$ cat config.mk
export PLATFORM = sky130hd
export DESIGN_NAME = spsram_bist
export DESIGN_NICKNAME = d
export VERILOG_FILES = /design/src/rtl/spsram_bist.sv
export SDC_FILE = /design/constraint.sdc
export NUM_CORES = 1
export LEC_CHECK = 0
export ABC_CLOCK_PERIOD_IN_PS = 2600
export CORE_MARGIN = 1
export CORE_UTILIZATION = 40
export CTS_BUF_LIST = sky130_fd_sc_hd__clkbuf_8 sky130_fd_sc_hd__clkbuf_16
export DETAILED_ROUTE_END_ITERATION = 8
export PLACE_DENSITY = 0.77
export REMOVE_ABC_BUFFERS = 1
export SYNTH_ARGS = -nofsm -noshare
export SYNTH_HDL_FRONTEND = slang
export SYNTH_SLANG_ARGS = --single-unit
$ cat constraint.sdc
create_clock -name clk -period 2.6 [get_ports clk]
set_input_delay 0.26 -clock clk [delete_from_list [all_inputs] [get_ports clk]]
set_output_delay 0.26 -clock clk [all_outputs]
set_load 0.005 [all_outputs]
$ cat src/rtl/spsram_bist.sv
// Built-in self-test engine for the single-port synchronous SRAM: writes a
// selected pattern to every address, reads everything back and scores it.
module spsram_bist #(
   parameter int BW_DATA = 32,
   parameter int BW_ADDR = 5,
   parameter int RD_LAT  = 1
) (
   input  logic               clk,
   input  logic               rst,
   input  logic               i_start,
   input  logic [1:0]         i_pattern_sel,
   output logic               o_busy,
   output logic               o_done,
   output logic               o_pass,
   output logic [BW_ADDR:0]   o_err_cnt,
   output logic [BW_ADDR-1:0] o_first_err_addr,
   output logic               o_sram_cen,
   output logic               o_sram_wen,
   output logic               o_sram_oen,
   output logic [BW_ADDR-1:0] o_sram_addr,
   output logic [BW_DATA-1:0] o_sram_wdata,
   input  logic [BW_DATA-1:0] i_sram_rdata
);

   typedef enum logic [2:0] {IDLE, WRITE, READ, DRAIN, DONE} state_t;

   localparam logic [BW_ADDR-1:0] LAST_ADDR  = '1;
   localparam logic [BW_ADDR-1:0] DRAIN_LAST = BW_ADDR'(RD_LAT - 1);
   localparam logic [BW_ADDR-1:0] ADDR_ONE   = BW_ADDR'(1);
   localparam logic [BW_ADDR:0]   CNT_ONE    = (BW_ADDR + 1)'(1);

   state_t             state, next;
   logic [BW_ADDR-1:0] cnt;
   logic [1:0]         pat_sel;
   logic [BW_ADDR:0]   err_cnt;
   logic [BW_ADDR-1:0] first_err;
   logic               pass_q;
   logic               dl_vld  [RD_LAT];
   logic [BW_ADDR-1:0] dl_addr [RD_LAT];

   function automatic logic [BW_DATA-1:0] pat(input logic [1:0] sel,
                                              input logic [BW_ADDR-1:0] a);
      logic [BW_DATA-1:0] az;
      logic [BW_DATA-1:0] aa;
      az = BW_DATA'(a);
      for (int unsigned i = 0; i < BW_DATA; i++) aa[i] = i[0];
      case (sel)
         2'd0:    pat = az;
         2'd1:    pat = ~az;
         2'd2:    pat = a[0] ? ~aa : aa;
         default: pat = '1;
      endcase
   endfunction

   always_ff @(posedge clk) begin
      if (rst) state <= IDLE;
      else     state <= next;
   end

   always_comb begin
      next         = state;
      o_sram_cen   = 1'b0;
      o_sram_wen   = 1'b0;
      o_sram_oen   = 1'b0;
      o_sram_addr  = '0;
      o_sram_wdata = '0;
      case (state)
         IDLE: if (i_start) next = WRITE;
         WRITE: begin
            o_sram_cen   = 1'b1;
            o_sram_wen   = 1'b1;
            o_sram_addr  = cnt;
            o_sram_wdata = pat(pat_sel, cnt);
            if (cnt == LAST_ADDR) next = READ;
         end
         READ: begin
            o_sram_cen  = 1'b1;
            o_sram_oen  = 1'b1;
            o_sram_addr = cnt;
            if (cnt == LAST_ADDR) next = DRAIN;
         end
         DRAIN: begin
            o_sram_oen = 1'b1;
            if (cnt == DRAIN_LAST) next = DONE;
         end
         DONE:    next = IDLE;
         default: next = IDLE;
      endcase
   end

   always_ff @(posedge clk) begin
      if (rst) begin
         cnt       <= '0;
         pat_sel   <= '0;
         err_cnt   <= '0;
         first_err <= '0;
         pass_q    <= 1'b0;
         for (int unsigned i = 0; i < RD_LAT; i++) begin
            dl_vld[i]  <= 1'b0;
            dl_addr[i] <= '0;
         end
      end else begin
         for (int unsigned i = 1; i < RD_LAT; i++) begin
            dl_vld[i]  <= dl_vld[i-1];
            dl_addr[i] <= dl_addr[i-1];
         end
         dl_vld[0]  <= (state == READ);
         dl_addr[0] <= cnt;

         case (state)
            IDLE: if (i_start) begin
               cnt       <= '0;
               pat_sel   <= i_pattern_sel;
               err_cnt   <= '0;
               first_err <= '0;
               pass_q    <= 1'b0;
            end
            WRITE, READ: cnt <= cnt + ADDR_ONE;
            // cnt is reused as the drain timer and is left at 0 for the next run
            DRAIN: cnt <= (cnt == DRAIN_LAST) ? '0 : cnt + ADDR_ONE;
            DONE:  pass_q <= (err_cnt == '0);
            default: ;
         endcase

         if (dl_vld[RD_LAT-1] &&
             (i_sram_rdata != pat(pat_sel, dl_addr[RD_LAT-1]))) begin
            err_cnt <= err_cnt + CNT_ONE;
            if (err_cnt == '0) first_err <= dl_addr[RD_LAT-1];
         end
      end
   end

   assign o_busy           = (state != IDLE);
   assign o_done           = (state == DONE);
   assign o_pass           = (state == DONE) ? (err_cnt == '0) : pass_q;
   assign o_err_cnt        = err_cnt;
   assign o_first_err_addr = first_err;

endmodule

==> metrics.yaml, run 1 <==
die:
  dieHeight_um: 74.43
  coreArea_mm2: 0.004880
  io_pins: 91
  die_w_um: 74.43
  initial_core_util_pct: 43.00
  num_rows: 25
  dieArea_mm2: 0.005539
worst_setup_path:
  crit_path_end: "o_err_cnt[0]$_SDFFE_PP0P_"
  worstSetupStartpointType: "flip-flop"
  r2r-end: "o_err_cnt[0]$_SDFFE_PP0P_"
  setup.reg_to_reg.worst_slack_ps: 170
  criticalPathCategory: "reg -> reg"
  slowest_stage: "or4b_1"
  cp_cell_sequence: "or4b_1 > a311oi_1 > a31oi_1 > and4b_4 > o31ai_4 > nor3b_4 > mux2_2"
  crit_arrival_ps: 2660
  cp_max_fo: 9
  reg2regPathDepth: 7
  crit_path_end_kind: "flip-flop"
  r2r-start: "pat_sel[0]$_SDFFE_PP0P_"
  cpPeakStageDelay_ps: 560
  cp-startpoint: "pat_sel[0]$_SDFFE_PP0P_"
  required_ps: 2830
detailed_routing:
  drt_first_iter_violations: 113
  post-route-drc-count: 0
  ant_nets: 0
  routedWlPerCell_um: 13.05
  vias: 2156
  viasPerCell: 5.363
  drt-total-wl_um: 5247
  firstDrtPassIters: 4
synth:
  syn-cell-area_mm2: 0.002098
  ys.flop_type: "dfxtp_1"
  synth_seq_area_share_pct: 26.71
  synth_edf_count: 0
  synthArstFlopShare_pct: 0
  synth.most_common_cell: "nor2_1"
  synthCells: 270
  avgSynthCellArea_um2: 7.771
  synth-seq-cells: 28
  synth.distinct_cells: 54
  synthTopCellsByCount: "nor2_1 (32), dfxtp_1 (28), buf_4 (25)"
  synth.top_cell.area_share_pct: 26.71
  yosysTopAreaCell: "dfxtp_1"
  synth_area_leaders: "dfxtp_1 (27%), buf_4 (8.9%), nor2_1 (5.7%), xor2_1 (3.3%), nor4_1 (3.3%)"
  yosys_warnings: 0
clock_tree:
  htreeDepth: 1
  clk_latency_ps: 270
  cts_tree: "built"
  cts.sinks: 28
  cts_made_buffers: 3
  clockBufferDepth: 2
  cts-root-buf: "clkbuf_8"
  ctsHoldBuffers: 0
  clk_pin_slew_ps: 90
sta:
  fin_crit_sh_pct: 93.60
  rsz0062_at_grt: "false"
  layout_setup_ws_ps: 166.3
  finalMaxSlewViolations: 0
  hold_viol_final: 0
  worst_pin_slew_ps: 670.9
  fin_hold_ws_ps: 480.0
  max_freq_ghz: 0.4109
  min_period_ps: 2434
  finalSetupViolCount: 0
  maxSlewHeadroom_pct: 55.13
  skew_ps: 5.659
placed_design:
  dp_hpwl_um: 4138
  post-place-ws_ps: -122.9
  gp_congestion: 0.8224
  io_buffer_count: 90
worst_hold_path:
  hold_class: "reg -> reg"
  min_from: "dl_addr[0][4]$_SDFF_PP0_"
finish:
  area_delta_synth_final_pct: 41.03
  multi_input_comb_area_mm2: 0.001226
  layout-drive-gt1-share_pct: 7.164
  n_fill_cell: 451
  n_antenna_cell: 0
  regArea_um2: 560.5
  final_nets: 379
  final_util_pct: 60.64
global_routing:
  grt_pass1_wl_um: 8079
  grt_pass1_vias: 1816
  grt.total_usage_pct: 18.40
  antenna_found_initial: 0
  grt_max_degree: 18
  grt_overflow_total: 0
power:
  p_total_mw: 1.057
  leakagePower_nw: 1.117
  power_density_mw_per_mm2: 357.1
  vdd_drop_max_v: 0.0002471
run_status:
  status: "finished clean"
run:
  drv_cap: 0
==> registers in the layout, indices dropped and copies added, names as in the netlist <==
name and cells:
cnt 5, dl_addr 5, dl_vld 1, o_err_cnt 6, o_first_err_addr 5, pass_q 1, pat_sel 2, state 3
==> how the worst min path moves through the flow <==
stage	end	cells past startpoint
6_report	o_first_err_addr[4]$_SDFF_PP0_	2
5_1_grt	o_first_err_addr[4]$_SDFF_PP0_	2
4_1_cts	o_first_err_addr[4]$_SDFF_PP0_	2
3_5_place_dp	o_first_err_addr[4]$_SDFF_PP0_	2
3_3_place_gp	o_first_err_addr[4]$_SDFF_PP0_	2
2_1_floorplan	dl_addr[0][0]$_SDFF_PP0_	1
==> cell usage in the layout (no fill, tap or decap), drive strengths merged, types with 8 or more instances in the layout <==
master          n
clkdlybuf4s50  90
nor2           32
dfxtp          28
inv            15
nand2          14
buf            12
nor4           11
o21ai          10
a21oi           9
nand3           9
nor3b           9
xor2            8
==> final cells by class <==
cell class              instances  area share [%]
inverters                      15           1.903
clock buffers                   3           1.395
well taps                      67           2.833
repair buffers                102           33.49
multi-input cells             187           41.44
flip-flops and latches         28           18.94
==> cells by family (layout without fill, tap and decap cells) <==
| family | count (synthesis) | after routing | synth area share [%] |
|---|---|---|---|
| flops | 28 | 28 | 26.71 |
| fa+ha+maj | 5 | 5 | 2.982 |
| mux | 7 | 7 | 3.459 |
| compound gates | 53 | 53 | 18.25 |
| xor+xnor | 9 | 9 | 3.757 |
| buf+inv | 55 | 120 | 14.97 |
| simple gates | 113 | 113 | 29.88 |
==> per-stage QoR <==
stage | instances | TNS (ps) | cell area (µm²)
final | 402 | 0 | 2959
after CTS | 402 | 0 | 2959
after floorplan | 230 | 0 | 1841
after global routing | 402 | 0 | 2959
after global placement | 399 | -244.7 | 2915
after detailed placement | 399 | -775.8 | 2915
==> where the power goes <==
part | switching, mW | internal (mW) | total [mW]
Combinational | 0.156 | 0.196 | 0.352
Clock | 0.129 | 0.104 | 0.233
Sequential | 0.0285 | 0.442 | 0.471
==> routing by layer <==
| metal | vias up | share of wire [%] | GRT usage [%] |
|---|---|---|---|
| met1 | 982 | 46 | 24.84 |
| met3 | 4 | 6.5 | 2.304 |
| li1 | 1092 | - | - |
| met2 | 78 | 47 | 31.43 |
| met4 | 0 | 0.65 | 3.774 |
| met5 | - | 0 | 0 |
==> worst max-delay path: cells and delay by family, from the launching register on <==
| kind | cells | cell delay (ps) |
|---|---|---|
| flip-flops | 1 | 420 |
| AND/OR/NAND/NOR | 3 | 1120 |
| AO/OA/AOI/OAI | 3 | 650 |
| multiplexers | 1 | 200 |
==> repair_timing <==
action | 4_1_cts | 5_1_grt
gates resized for setup | 1 | 0
endpoints found under the setup margin | 1 | 0
endpoints found under the hold margin | 0 | 0
buffers inserted | 0 | 0
(Power assumes the default switching activity.)
==> run 2: changes to the inputs <==
- CELL_PAD_IN_SITES_DETAIL_PLACEMENT: unset -> 1
- CELL_PAD_IN_SITES_GLOBAL_PLACEMENT: unset -> 2
- CORE_UTILIZATION: 40 -> 23
- GPL_TIMING_DRIVEN: unset -> 0
- PLACE_DENSITY: 0.77 -> 0.81
==> run 2 against run 1 <==
Net effect: maximum frequency fell by 1.5%; via count shrank 1.8%; worst setup slack got worse by 37 ps.
==> metrics.yaml, run 2 (same netlist as run 1, synthesis figures left out) <==
run_status:
  status: "finished clean"
placed_design:
  io_buffer_count: 90
  placed_cells_incl_taps: 428
  place_area_mm2: 0.002877
  gp_congestion: 0.7385
  dp_hpwl_um: 4890
run:
  drv_cap: 0
global_routing:
  use_met1_pct: 17.80
  grt.total_usage_pct: 13.28
  busiest_layer: "met2"
  grt_overflow_total: 0
  grt_pass1_wl_um: 10560
  antenna_found_initial: 0
  use_met3_pct: 1.871
  grtUsageMet2_pct: 22.75
  grt_pass1_vias: 2124
  grt_max_degree: 33
sta:
  finalSetupViolCount: 0
  skew_ps: 7.212
  min_period_ps: 2471
  fin_crit_sh_pct: 95.02
  hold_viol_final: 0
  worst_pin_slew_ps: 1283
  max_freq_ghz: 0.4048
  maxSlewHeadroom_pct: 14.22
  finalMaxSlewViolations: 0
power:
  power_density_mw_per_mm2: 370.7
  leakagePower_nw: 1.084
  vdd_drop_max_v: 0.0002020
finish:
  n_fill_cell: 1055
  layout_common_cells: "clkdlybuf4s50_1 (89), nor2_1 (30), dfxtp_1 (25), inv_1 (15), nand2_1 (14)"
  design_area_mm2: 0.002972
  n_antenna_cell: 0
  area_delta_synth_final_pct: 41.62
  instances_no_fill: 435
  final_nets: 370
  final_common_cell: "clkdlybuf4s50_1"
  largest_register_ffs: 6
  layout-drive-gt1-share_pct: 6.422
clock_tree:
  clk_latency_ps: 280
  ctsHoldBuffers: 0
  cts.sinks: 28
  cts_tree: "built"
  clk_pin_slew_ps: 100
  cts_made_buffers: 3
  clockBufferDepth: 2
  htreeDepth: 1
  cts-root-buf: "clkbuf_8"
worst_setup_path:
  crit_arrival_ps: 2650
  cpPeakStageDelay_ps: 530
  crit_path_end_kind: "flip-flop"
  slowest_stage: "or4_1"
  worstSetupStartpointType: "input pin"
  cp_max_fo: 5
  cp_cell_sequence: "clkdlybuf4s50_1 > nand4_1 > or4_1 > mux2i_2 > nand3_1 > o31ai_4 > buf_4 > nor4_1 > a221o_1"
  required_ps: 2780
  criticalPathCategory: "in -> reg"
worst_hold_path:
  hold_class: "reg -> reg"
die:
  io_pins: 91
  initial_core_util_pct: 23.94
  dieArea_mm2: 0.009509
  coreArea_mm2: 0.008763
  num_rows: 34
  dieHeight_um: 97.52
  die_w_um: 97.52
detailed_routing:
  ant_nets: 0
  routedWlPerCell_um: 14.92
  drt-total-wl_um: 6492
  viasPerCell: 4.869
  post-route-drc-count: 0
  firstDrtPassIters: 4
  drt_first_iter_violations: 79
  vias: 2118
[run 2: stage by stage]
step	worst slack (ps)	power, mW	setup TNS (ps)	util [%]	hold WS [ps]
floorplan	106.3	0.6272	0	-	326.7
detailed placement	-497.8	0.8252	-3653	32.82	493.1
global route	-2.467	1.165	-2.467	33.91	519.9
CTS	4.495	1.108	0	33.74	503.8
finish	129.4	1.102	0	33.91	497.1
global placement	-468.4	0.8188	-3161	32.82	479.1
[run 2: final cells by class]
| class | instances | area [µm²] | share of cell area, % |
|---|---|---|---|
| Clock buffer | 4 | 55.05 | 1.853 |
| Tap cell | 108 | 135.1 | 4.547 |
| Multi-Input combinational cell | 187 | 1232 | 41.47 |
| Inverter | 15 | 56.30 | 1.895 |
| Timing Repair Buffer | 93 | 925.9 | 31.16 |
| Sequential cell | 28 | 566.8 | 19.07 |
[run 2: report_power, final]
part	internal [mW]	switching (mW)	leakage (nW)
Sequential	0.443	0.0396	0.228
Combinational	0.183	0.155	0.827
Clock	0.136	0.145	0.0288
Total	0.762	0.340	1.08
[run 2: final timing paths]
check | slack (ps) | endpoint | from | cells after the start
min reg2reg | 500 | o_first_err_addr[4]$_SDFF_PP0_ | dl_addr[0][4]$_SDFF_PP0_ | 2
max reg2reg | 160 | o_err_cnt[4]$_SDFFE_PP0P_ | dl_addr[0][1]$_SDFF_PP0_ | 8
max | 130 | o_err_cnt[4]$_SDFFE_PP0P_ | i_sram_rdata[9] | 9
min | 500 | o_first_err_addr[4]$_SDFF_PP0_ | dl_addr[0][4]$_SDFF_PP0_ | 2
[run 2: worst max-delay path: cells and delay by family]
| kind | cells | cell delay (ps) |
|---|---|---|
| mux | 1 | 210 |
| buf+inv | 2 | 660 |
| compound gates | 2 | 700 |
| simple gates | 4 | 820 |
[run 2: layer usage]
layer / vias up / wire length, µm
li1: 1058 / -
met1: 1003 / 3213
met2: 52 / 2972
met3: 5 / 263
met4: 0 / 44
met5: - / 0
[run 2: what timing repair did]
| item | CTS | global route |
|---|---|---|
| pin swaps | 1 | 1 |
| endpoints found under the setup margin | 43 | 34 |
| setup buffers | 3 | 0 |
| gates resized for setup | 2 | 6 |
